### src/rtl/pong_game_ctrl_if.sv
// Pong game-flow controller bundle.
// Inputs from buttons/physics/scan, outputs to overlay/graphics.
interface pong_game_ctrl_if;
  logic [3:0] btn;
  logic       pts_1;
  logic       pts_2;
  logic [9:0] x;
  logic [9:0] y;
  logic       gra_still;
  logic [3:0] score_1;
  logic [3:0] score_2;
  logic       game_over;
  logic       winner;
  logic [1:0] state;

  modport master (
    output btn, pts_1, pts_2, x, y,
    input  gra_still, score_1, score_2,
    input  game_over, winner, state
  );

  modport slave (
    input  btn, pts_1, pts_2, x, y,
    output gra_still, score_1, score_2,
    output game_over, winner, state
  );
endinterface

### src/rtl/pong_game_ctrl.sv
// Pong game-flow controller: scores, ball freeze,
// game-over and restart timing driven by the frame tick.
module pong_game_ctrl #(
  parameter int WIN_SCORE = 9,
  parameter int BALL_WAIT = 120,
  parameter int OVER_WAIT = 180,
  parameter int TICK_Y    = 481
) (
  input  logic clk,
  input  logic reset,
  pong_game_ctrl_if.slave bus
);

  typedef enum logic [1:0] {
    NEWGAME = 2'b00,
    PLAY    = 2'b01,
    NEWBALL = 2'b10,
    OVER    = 2'b11
  } state_t;

  localparam logic [3:0] WIN = 4'(WIN_SCORE);
  localparam logic [7:0] BW  = 8'(BALL_WAIT - 1);
  localparam logic [7:0] OW  = 8'(OVER_WAIT);
  localparam logic [9:0] TY  = 10'(TICK_Y);

  state_t     st_q, st_d;
  logic [3:0] s1_q, s1_d;
  logic [3:0] s2_q, s2_d;
  logic [7:0] cnt_q, cnt_d;
  logic       win_q, win_d;
  logic       gs_q;
  logic       go_q;
  logic       pts_1_r, pts_2_r, any_r;
  logic       tick;
  logic       p1_rise, p2_rise, btn_rise;

  assign tick     = (bus.y == TY) && (bus.x == 10'd0);
  assign p1_rise  = bus.pts_1 & ~pts_1_r;
  assign p2_rise  = bus.pts_2 & ~pts_2_r;
  assign btn_rise = (|bus.btn) & ~any_r;

  // Next-state, score and frame-counter decisions
  always_comb begin
    st_d  = st_q;
    s1_d  = s1_q;
    s2_d  = s2_q;
    cnt_d = cnt_q;
    win_d = win_q;
    unique case (st_q)
      NEWGAME: begin
        s1_d = 4'd0;
        s2_d = 4'd0;
        if (btn_rise) begin
          st_d = PLAY;
        end
      end
      PLAY: begin
        if (p1_rise) begin
          s1_d  = s1_q + 4'd1;
          cnt_d = 8'd0;
          if (s1_d == WIN) begin
            st_d  = OVER;
            win_d = 1'b0;
          end else begin
            st_d = NEWBALL;
          end
        end else if (p2_rise) begin
          s2_d  = s2_q + 4'd1;
          cnt_d = 8'd0;
          if (s2_d == WIN) begin
            st_d  = OVER;
            win_d = 1'b1;
          end else begin
            st_d = NEWBALL;
          end
        end
      end
      NEWBALL: begin
        if (tick) begin
          if (cnt_q == BW) begin
            st_d = PLAY;
          end else begin
            cnt_d = cnt_q + 8'd1;
          end
        end
      end
      OVER: begin
        if (tick && (cnt_q < OW)) begin
          cnt_d = cnt_q + 8'd1;
        end
        if (btn_rise && (cnt_q == OW)) begin
          st_d  = NEWGAME;
          s1_d  = 4'd0;
          s2_d  = 4'd0;
          cnt_d = 8'd0;
        end
      end
      default: st_d = NEWGAME;
    endcase
  end

  // State, scores and registered outputs
  always_ff @(posedge clk or negedge reset) begin
    if (!reset) begin
      st_q    <= NEWGAME;
      s1_q    <= 4'd0;
      s2_q    <= 4'd0;
      cnt_q   <= 8'd0;
      win_q   <= 1'b0;
      gs_q    <= 1'b1;
      go_q    <= 1'b0;
      pts_1_r <= 1'b0;
      pts_2_r <= 1'b0;
      any_r   <= 1'b0;
    end else begin
      st_q    <= st_d;
      s1_q    <= s1_d;
      s2_q    <= s2_d;
      cnt_q   <= cnt_d;
      win_q   <= win_d;
      gs_q    <= (st_d != PLAY);
      go_q    <= (st_d == OVER);
      pts_1_r <= bus.pts_1;
      pts_2_r <= bus.pts_2;
      any_r   <= |bus.btn;
    end
  end

  assign bus.state     = st_q;
  assign bus.gra_still = gs_q;
  assign bus.score_1   = s1_q;
  assign bus.score_2   = s2_q;
  assign bus.game_over = go_q;
  assign bus.winner    = win_q;

endmodule

### src/flat_wrapper.sv
// flat-port wrapper written by rule: the top's interface ports become plain ports
module pong_game_ctrl_flat 
#(
  parameter int WIN_SCORE = 9,
  parameter int BALL_WAIT = 120,
  parameter int OVER_WAIT = 180,
  parameter int TICK_Y    = 481
)
  (clk, reset, bus_btn, bus_pts_1, bus_pts_2, bus_x, bus_y, bus_gra_still, bus_score_1, bus_score_2, bus_game_over, bus_winner, bus_state);
  pong_game_ctrl_if bus_i ();
  input  logic clk;
  input  logic reset;
  input wire logic [$bits(bus_i.btn)-1:0] bus_btn;
  input wire logic [$bits(bus_i.pts_1)-1:0] bus_pts_1;
  input wire logic [$bits(bus_i.pts_2)-1:0] bus_pts_2;
  input wire logic [$bits(bus_i.x)-1:0] bus_x;
  input wire logic [$bits(bus_i.y)-1:0] bus_y;
  output wire logic [$bits(bus_i.gra_still)-1:0] bus_gra_still;
  output wire logic [$bits(bus_i.score_1)-1:0] bus_score_1;
  output wire logic [$bits(bus_i.score_2)-1:0] bus_score_2;
  output wire logic [$bits(bus_i.game_over)-1:0] bus_game_over;
  output wire logic [$bits(bus_i.winner)-1:0] bus_winner;
  output wire logic [$bits(bus_i.state)-1:0] bus_state;
  assign bus_i.btn = bus_btn;
  assign bus_i.pts_1 = bus_pts_1;
  assign bus_i.pts_2 = bus_pts_2;
  assign bus_i.x = bus_x;
  assign bus_i.y = bus_y;
  assign bus_gra_still = bus_i.gra_still;
  assign bus_score_1 = bus_i.score_1;
  assign bus_score_2 = bus_i.score_2;
  assign bus_game_over = bus_i.game_over;
  assign bus_winner = bus_i.winner;
  assign bus_state = bus_i.state;
  pong_game_ctrl #(.WIN_SCORE(WIN_SCORE), .BALL_WAIT(BALL_WAIT), .OVER_WAIT(OVER_WAIT), .TICK_Y(TICK_Y)) u_core (.clk(clk), .reset(reset), .bus(bus_i));
endmodule
### config.mk
export PLATFORM = sky130hd
export DESIGN_NAME = pong_game_ctrl_flat
export DESIGN_NICKNAME = d
export VERILOG_FILES = /design/src/rtl/pong_game_ctrl_if.sv /design/src/rtl/pong_game_ctrl.sv /design/src/flat_wrapper.sv
export SDC_FILE = /design/constraint.sdc
export NUM_CORES = 1
export LEC_CHECK = 0
export CAP_MARGIN = 20
export CORE_MARGIN = 2
export CORE_UTILIZATION = 48
export CTS_CLUSTER_DIAMETER = 30
export CTS_CLUSTER_SIZE = 16
export DETAILED_ROUTE_END_ITERATION = 10
export GPL_TIMING_DRIVEN = 0
export PLACE_DENSITY_LB_ADDON = 0.3
export SYNTH_ARGS = -nofsm -noshare
export SYNTH_HDL_FRONTEND = slang
export SYNTH_SLANG_ARGS = --single-unit
### constraint.sdc
create_clock -name clk -period 3.1 [get_ports clk]
set_clock_uncertainty 0.15 [all_clocks]
set_input_delay 0.465 -clock clk [delete_from_list [all_inputs] [get_ports clk]]
set_output_delay 0.465 -clock clk [all_outputs]
set_load 0.02 [all_outputs]
==> flow_summary.yaml, run 1 <==
outcome:
  status: "finished, final reports clean"
timing:
  fin_tns_setup_ns: 0
  finalMaxSlewViolations: 0
  min_period_ns: 2.80
  slew_headroom_pct: 38.9
  final-setup-viol-count: 0
  finalHoldViolations: 0
  rsz0062_at_grt: "false"
  fmax_mhz: 358
  fin_crit_sh_pct: 90.2
  tightest_slew_ns: 0.908
flow_run:
  max_cap_viol_count: 0
worst_setup_path:
  critPathRequiredTime_ns: 3.17
  path_class: "in -> reg"
  cp-end-kind: "register"
  reg2reg_depth: 7
  path_depth: 6
  cp_data_arrival_time_ns: 2.87
  cp_max_fo: 8
  cp_slowest_cell: "a2111oi_4"
  start_kind: "input port"
  slowest_delay_ns: 0.66
  crit_family: "simple AND/OR/NAND/NOR gates"
  path_cells: "clkdlybuf4s50_1 > nor4_2 > nand3_1 > or3_4 > a2111oi_4 > mux2_4"
  cp_num_buf_inv: 1
routing:
  post-route-drc-count: 0
  via_count: 1441
  drtPass1Iterations: 4
  drt_iter0_drc: 45
  via_per_inst: 5.76
  drtAntennaViolNets: 0
  drt_wl_total_mm: 3.81
  wl_per_cell_um: 15.2
clock_tree:
  cts_tree: "done"
  h-tree-depth: 1
  postCtsSetupBuffers: 0
  numCtsBuffers: 3
  cts_buffer_depth: 2
  cts_resized: 0
  clock_latency_ns: 0.33
  cts_sinks: 24
  cts.clk_slew.worst_paths_ns: 0.14
  ctsHoldBuffers: 0
  root_buffer: "clkbuf_4"
die:
  die_h_um: 60.4
  start_util_pct: 50.1
  die-area_mm2: 0.00365
  rows: 20
  die_x_um: 60.4
  fp.coreArea_mm2: 0.00305
  pin_count: 41
layout:
  final_core_util_pct: 67.6
  drive_gt1_share_pct: 10.2
  n_fill_cell: 255
  final_area_mm2: 0.00206
  mostFrequentLayoutCell: "clkdlybuf4s50_1"
  final_net_count: 241
  diodes: 0
  synthToLayoutAreaGrowth_pct: 35.0
  mostFrequentLayoutCells: "clkdlybuf4s50_1 (40), dfrtp_1 (23), nand2_1 (15)"
  layoutNonFillerInstCount: 250
yosys:
  synth-seq-cells: 24
  ys.warnings.count: 0
  ys.flop_type: "dfrtp_1"
  synth-edff-count: 0
  ys_async_sr_fraction_pct: 100
  yosysSeqAreaShare_pct: 39.4
  yosysUniqueCellTypes: 44
  synthCells: 161
  syn-cell-area_mm2: 0.00153
  synth_area_per_cell_um2: 9.50
  syn_nets: 195
place:
  placed_area_mm2: 0.00198
  gpl.final_weighted_congestion: 0.826
  port_buffers: 40
  hpwl_mm: 2.89
  dpl.cell_count: 245
pwr:
  leakage_nw: 0.854
  power.density_mw_per_mm2: 308
  power_w: 0.000635
  ir_worst_vdd_mv: 0.237
grt:
  grt_max_degree: 25
  grt_remaining_overflow: 0
  grt_pass1_wl_mm: 6.22
  grt_pass1_vias: 1410
  antenna_found_initial: 0
  track_usage_pct: 22.7
hold_path:
  hold_path.class: "in -> async"
-- registers in the layout, summed over array words and instances, names as in the netlist --
name	count
u_core.any_r	1
u_core.bus.score_2	4
u_core.cnt_q	8
u_core.bus.gra_still	1
u_core.bus.score_1	4
u_core.pts_2_r	1
u_core.pts_1_r	1
u_core.bus.winner	1
u_core.bus.game_over	1
u_core.bus.state	2
-- area by class of cell --
cell class	instances	area [um2]	share of cell area [%]
sequential	24	602	29.2
clock buffer	3	22.5	1.09
timing repair buffer	41	428	20.7
multi-input combinational	124	876	42.4
clock inverter	1	30.0	1.45
tap	44	55.1	2.67
buffer	4	17.5	0.848
inverter	9	33.8	1.64
-- per-stage QoR --
stage          hold WS (ns)  setup WS (ns)
2_1_floorplan        0.0194          0.686
3_3_place_gp          0.335         0.0951
3_5_place_dp          0.344        -0.0403
4_1_cts               0.375          0.299
5_1_grt               0.245          0.178
6_report              0.239          0.303
-- Yosys cell counts (5+ instances only) --
library cell,instances,area (um2)
nor2_1,13,48.8
ha_1,6,75.1
dfrtp_1,23,576
a21oi_1,12,60.1
nand2_1,15,56.3
o21ai_0,11,55.1
nand3_1,8,40.0
a31oi_1,5,31.3
inv_1,9,33.8
-- worst register-to-register path, stage by stage (launching register included) --
cell and delay, ns:
dfrtp_1 0.46, inv_1 0.10, ha_1 0.23, nand4b_4 0.13
nor4b_4 0.38, a21oi_2 0.22, a2111oi_4 0.65, mux2_4 0.35
-- where the power goes --
part           internal [W]  switching, W  total (W)
sequential         0.000318    0.00000523   0.000323
clock              0.000131      0.000102   0.000233
combinational     0.0000483     0.0000310  0.0000794
total              0.000497      0.000138   0.000635
-- kinds of logic (layout without fill, tap and decap cells) --
group,Yosys count,after routing,share of synthesized area [%]
AND/OR/NAND/NOR,65,65,27.0
AO/OA/AOI/OAI,48,48,21.7
flip-flops,24,24,39.4
buffers and inverters,13,58,3.36
adder cells (fa/ha/maj),6,6,4.91
multiplexers,4,4,3.11
XOR/XNOR,1,1,0.573
-- per-layer routing --
metal / GRT usage [%] / vias up / routed length (um)
li1: - / 689 / -
met4: 8.39 / 0 / 54
met2: 39.3 / 57 / 1880
met3: 4.48 / 8 / 275
met1: 28.3 / 687 / 1600
met5: 0 / - / 0
-- path summary, 6_finish.rpt --
| kind | from | end | slack (ns) |
|---|---|---|---|
| min in group clk | u_core.bus.winner$_DFFE_PN0P_ | u_core.bus.winner$_DFFE_PN0P_ | 0.37 |
| setup reg to reg | u_core.cnt_q[0]$_DFFE_PN0P_ | u_core.cnt_q[0]$_DFFE_PN0P_ | 0.34 |
| hold / removal | reset | u_core.cnt_q[0]$_DFFE_PN0P_ | 0.24 |
| max in group asynchronous | reset | u_core.bus.gra_still$_DFF_PN1_ | 2.08 |
| hold reg to reg | u_core.bus.winner$_DFFE_PN0P_ | u_core.bus.winner$_DFFE_PN0P_ | 0.37 |
| setup / recovery | bus_x[0] | u_core.cnt_q[0]$_DFFE_PN0P_ | 0.30 |
Power figures use the tool's default switching activity.
==> inputs of run 2 (changes only) <==
--- a/config.mk
+++ b/config.mk
@@ -6,11 +6,13 @@
 export NUM_CORES = 1
 export LEC_CHECK = 0
 export CAP_MARGIN = 20
+export CORE_ASPECT_RATIO = 1.2
 export CORE_MARGIN = 2
-export CORE_UTILIZATION = 48
+export CORE_UTILIZATION = 62
 export CTS_CLUSTER_DIAMETER = 30
 export CTS_CLUSTER_SIZE = 16
 export DETAILED_ROUTE_END_ITERATION = 10
+export DONT_BUFFER_PORTS = 1
 export GPL_TIMING_DRIVEN = 0
 export PLACE_DENSITY_LB_ADDON = 0.3
 export SYNTH_ARGS = -nofsm -noshare
==> flow_summary.yaml, run 2 (synthesized netlist as in run 1, its figures left out) <==
clock_tree:
  cts_sinks: 24
  clock_latency_ns: 0.32
  root_buffer: "clkbuf_4"
  numCtsBuffers: 3
  postCtsSetupBuffers: 0
  cts_tree: "done"
  cts.clk_slew.worst_paths_ns: 0.13
  h-tree-depth: 1
  cts_buffer_depth: 2
routing:
  via_per_inst: 6.46
  drtPass1Iterations: 4
  drt_iter0_drc: 36
  drtAntennaViolNets: 0
  drt_wl_total_mm: 3.26
  wl_per_cell_um: 16.3
  via_count: 1291
  post-route-drc-count: 0
die:
  die_h_um: 58.4
  fp.coreArea_mm2: 0.00231
  die-area_mm2: 0.00288
  die_x_um: 49.3
  start_util_pct: 66.3
  rows: 19
  pin_count: 41
timing:
  slew_headroom_pct: 38.2
  min_period_ns: 2.68
  fmax_mhz: 374
  fin_tns_setup_ns: 0
  setup_slack_ns: 0.423
  finalMaxSlewViolations: 0
  tightest_slew_ns: 0.919
  fin_crit_sh_pct: 86.3
  finalHoldViolations: 0
  rsz0062_at_grt: "false"
  final-setup-viol-count: 0
pwr:
  power.density_mw_per_mm2: 320
  ir_worst_vdd_mv: 0.276
  power_w: 0.000532
  power_frac_clock_pct: 32.1
  leakage_nw: 0.706
  seq_power_share_pct: 61.5
  power_switching_share_pct: 23.8
  switchingPower_w: 0.000127
  internal_power_w: 0.000406
  comb_power_share_pct: 6.4
place:
  port_buffers: 0
  placed_area_mm2: 0.00157
  gpl.final_weighted_congestion: 0.826
  pre_cts_ws_ns: 0.450
  hpwl_mm: 2.47
grt:
  track_usage_pct: 23.9
  antenna_found_initial: 0
  grt_pass1_wl_mm: 5.35
  grt_remaining_overflow: 0
  grt_max_degree: 25
  grt_pass1_vias: 1227
flow_run:
  max_cap_viol_count: 0
layout:
  synthToLayoutAreaGrowth_pct: 8.67
  mostFrequentLayoutCell: "dfrtp_1"
  final_net_count: 204
  drive_gt1_share_pct: 12.4
  diodes: 0
  largest_register_ffs: 8
  final_area_mm2: 0.00166
  mostFrequentLayoutCells: "dfrtp_1 (23), nand2_1 (15), nor2_1 (13)"
  regMostFlops: "u_core.cnt_q"
worst_setup_path:
  path_class: "reg -> reg"
  cp-end-kind: "register"
  cp_max_fo: 9
  critPathRequiredTime_ns: 3.17
  start_kind: "register"
  cp_data_arrival_time_ns: 2.75
outcome:
  status: "finished, final reports clean"
hold_path:
  hold_path.class: "in -> reg"
## run 2: changes by cell type in the layout (fill, tap and decap cells not counted), sizes merged
cell           before  now
dlygate4sd3         0    3
clkdlybuf4s50      40    0
bufinv              1    0
clkbuf              5    6
## run 2: per-layer routing
layer | GRT usage, % | wire, um | up-vias
li1 | - | - | 616
met1 | 28.1 | 1340 | 615
met2 | 43.4 | 1660 | 55
met3 | 4.57 | 216 | 5
met4 | 8.57 | 44 | 0
met5 | 0 | 0 | -
## run 2: power by group through the flow
stage               Sequential [W]  Combinational (W)  Clock (W)
floorplan                 0.000332          0.0000178          0
global placement          0.000333          0.0000200          0
detailed placement        0.000334          0.0000206          0
CTS                       0.000328          0.0000279   0.000171
global route              0.000329          0.0000382   0.000182
finish                    0.000327          0.0000341   0.000171
## run 2: cell type report
type	count	area (um2)
multi-input combinational	124	876
fill	179	644
sequential	24	602
timing repair buffer	4	57.6
tap	31	38.8
clock buffer	4	36.3
inverter	9	33.8
buffer	4	17.5
## run 2: path summary, 6_finish.rpt
| kind | start | endpoint | slack, ns | depth (start not counted) |
|---|---|---|---|---|
| setup / recovery | u_core.cnt_q[0]$_DFFE_PN0P_ | u_core.cnt_q[0]$_DFFE_PN0P_ | 0.42 | 7 |
| hold / removal | bus_btn[2] | u_core.any_r$_DFF_PN0_ | 0.16 | 1 |
| setup reg to reg | u_core.cnt_q[0]$_DFFE_PN0P_ | u_core.cnt_q[0]$_DFFE_PN0P_ | 0.42 | 7 |
| hold reg to reg | u_core.cnt_q[6]$_DFFE_PN0P_ | u_core.cnt_q[6]$_DFFE_PN0P_ | 0.39 | 1 |
| max in group asynchronous | reset | u_core.bus.gra_still$_DFF_PN1_ | 2.00 | 2 |
| min in group asynchronous | reset | u_core.cnt_q[3]$_DFFE_PN0P_ | 0.31 | 1 |
## run 2: metrics by stage
stage,instances,hold slack [ns],utilization (%)
floorplan,161,0.0194,-
global placement,192,0.0200,68.0
detailed placement,192,0.0201,68.0
CTS,197,0.00583,70.0
global route,200,0.158,72.1
finish,200,0.164,72.1
## run 2: timing repair
| action | 4_1_cts | 5_1_grt |
|---|---|---|
| endpoints found under the hold margin | 24 | 2 |
| hold buffers | 1 | 2 |
| gates resized for setup | 0 | 0 |
## run 2: critical path, cell delays in order, from the launching register on
cell,delay [ns]
dfrtp_1,0.45
inv_1,0.08
ha_1,0.20
nand4b_4,0.13
nor4b_4,0.38
a21oi_2,0.20
a2111oi_4,0.64
mux2_4,0.35
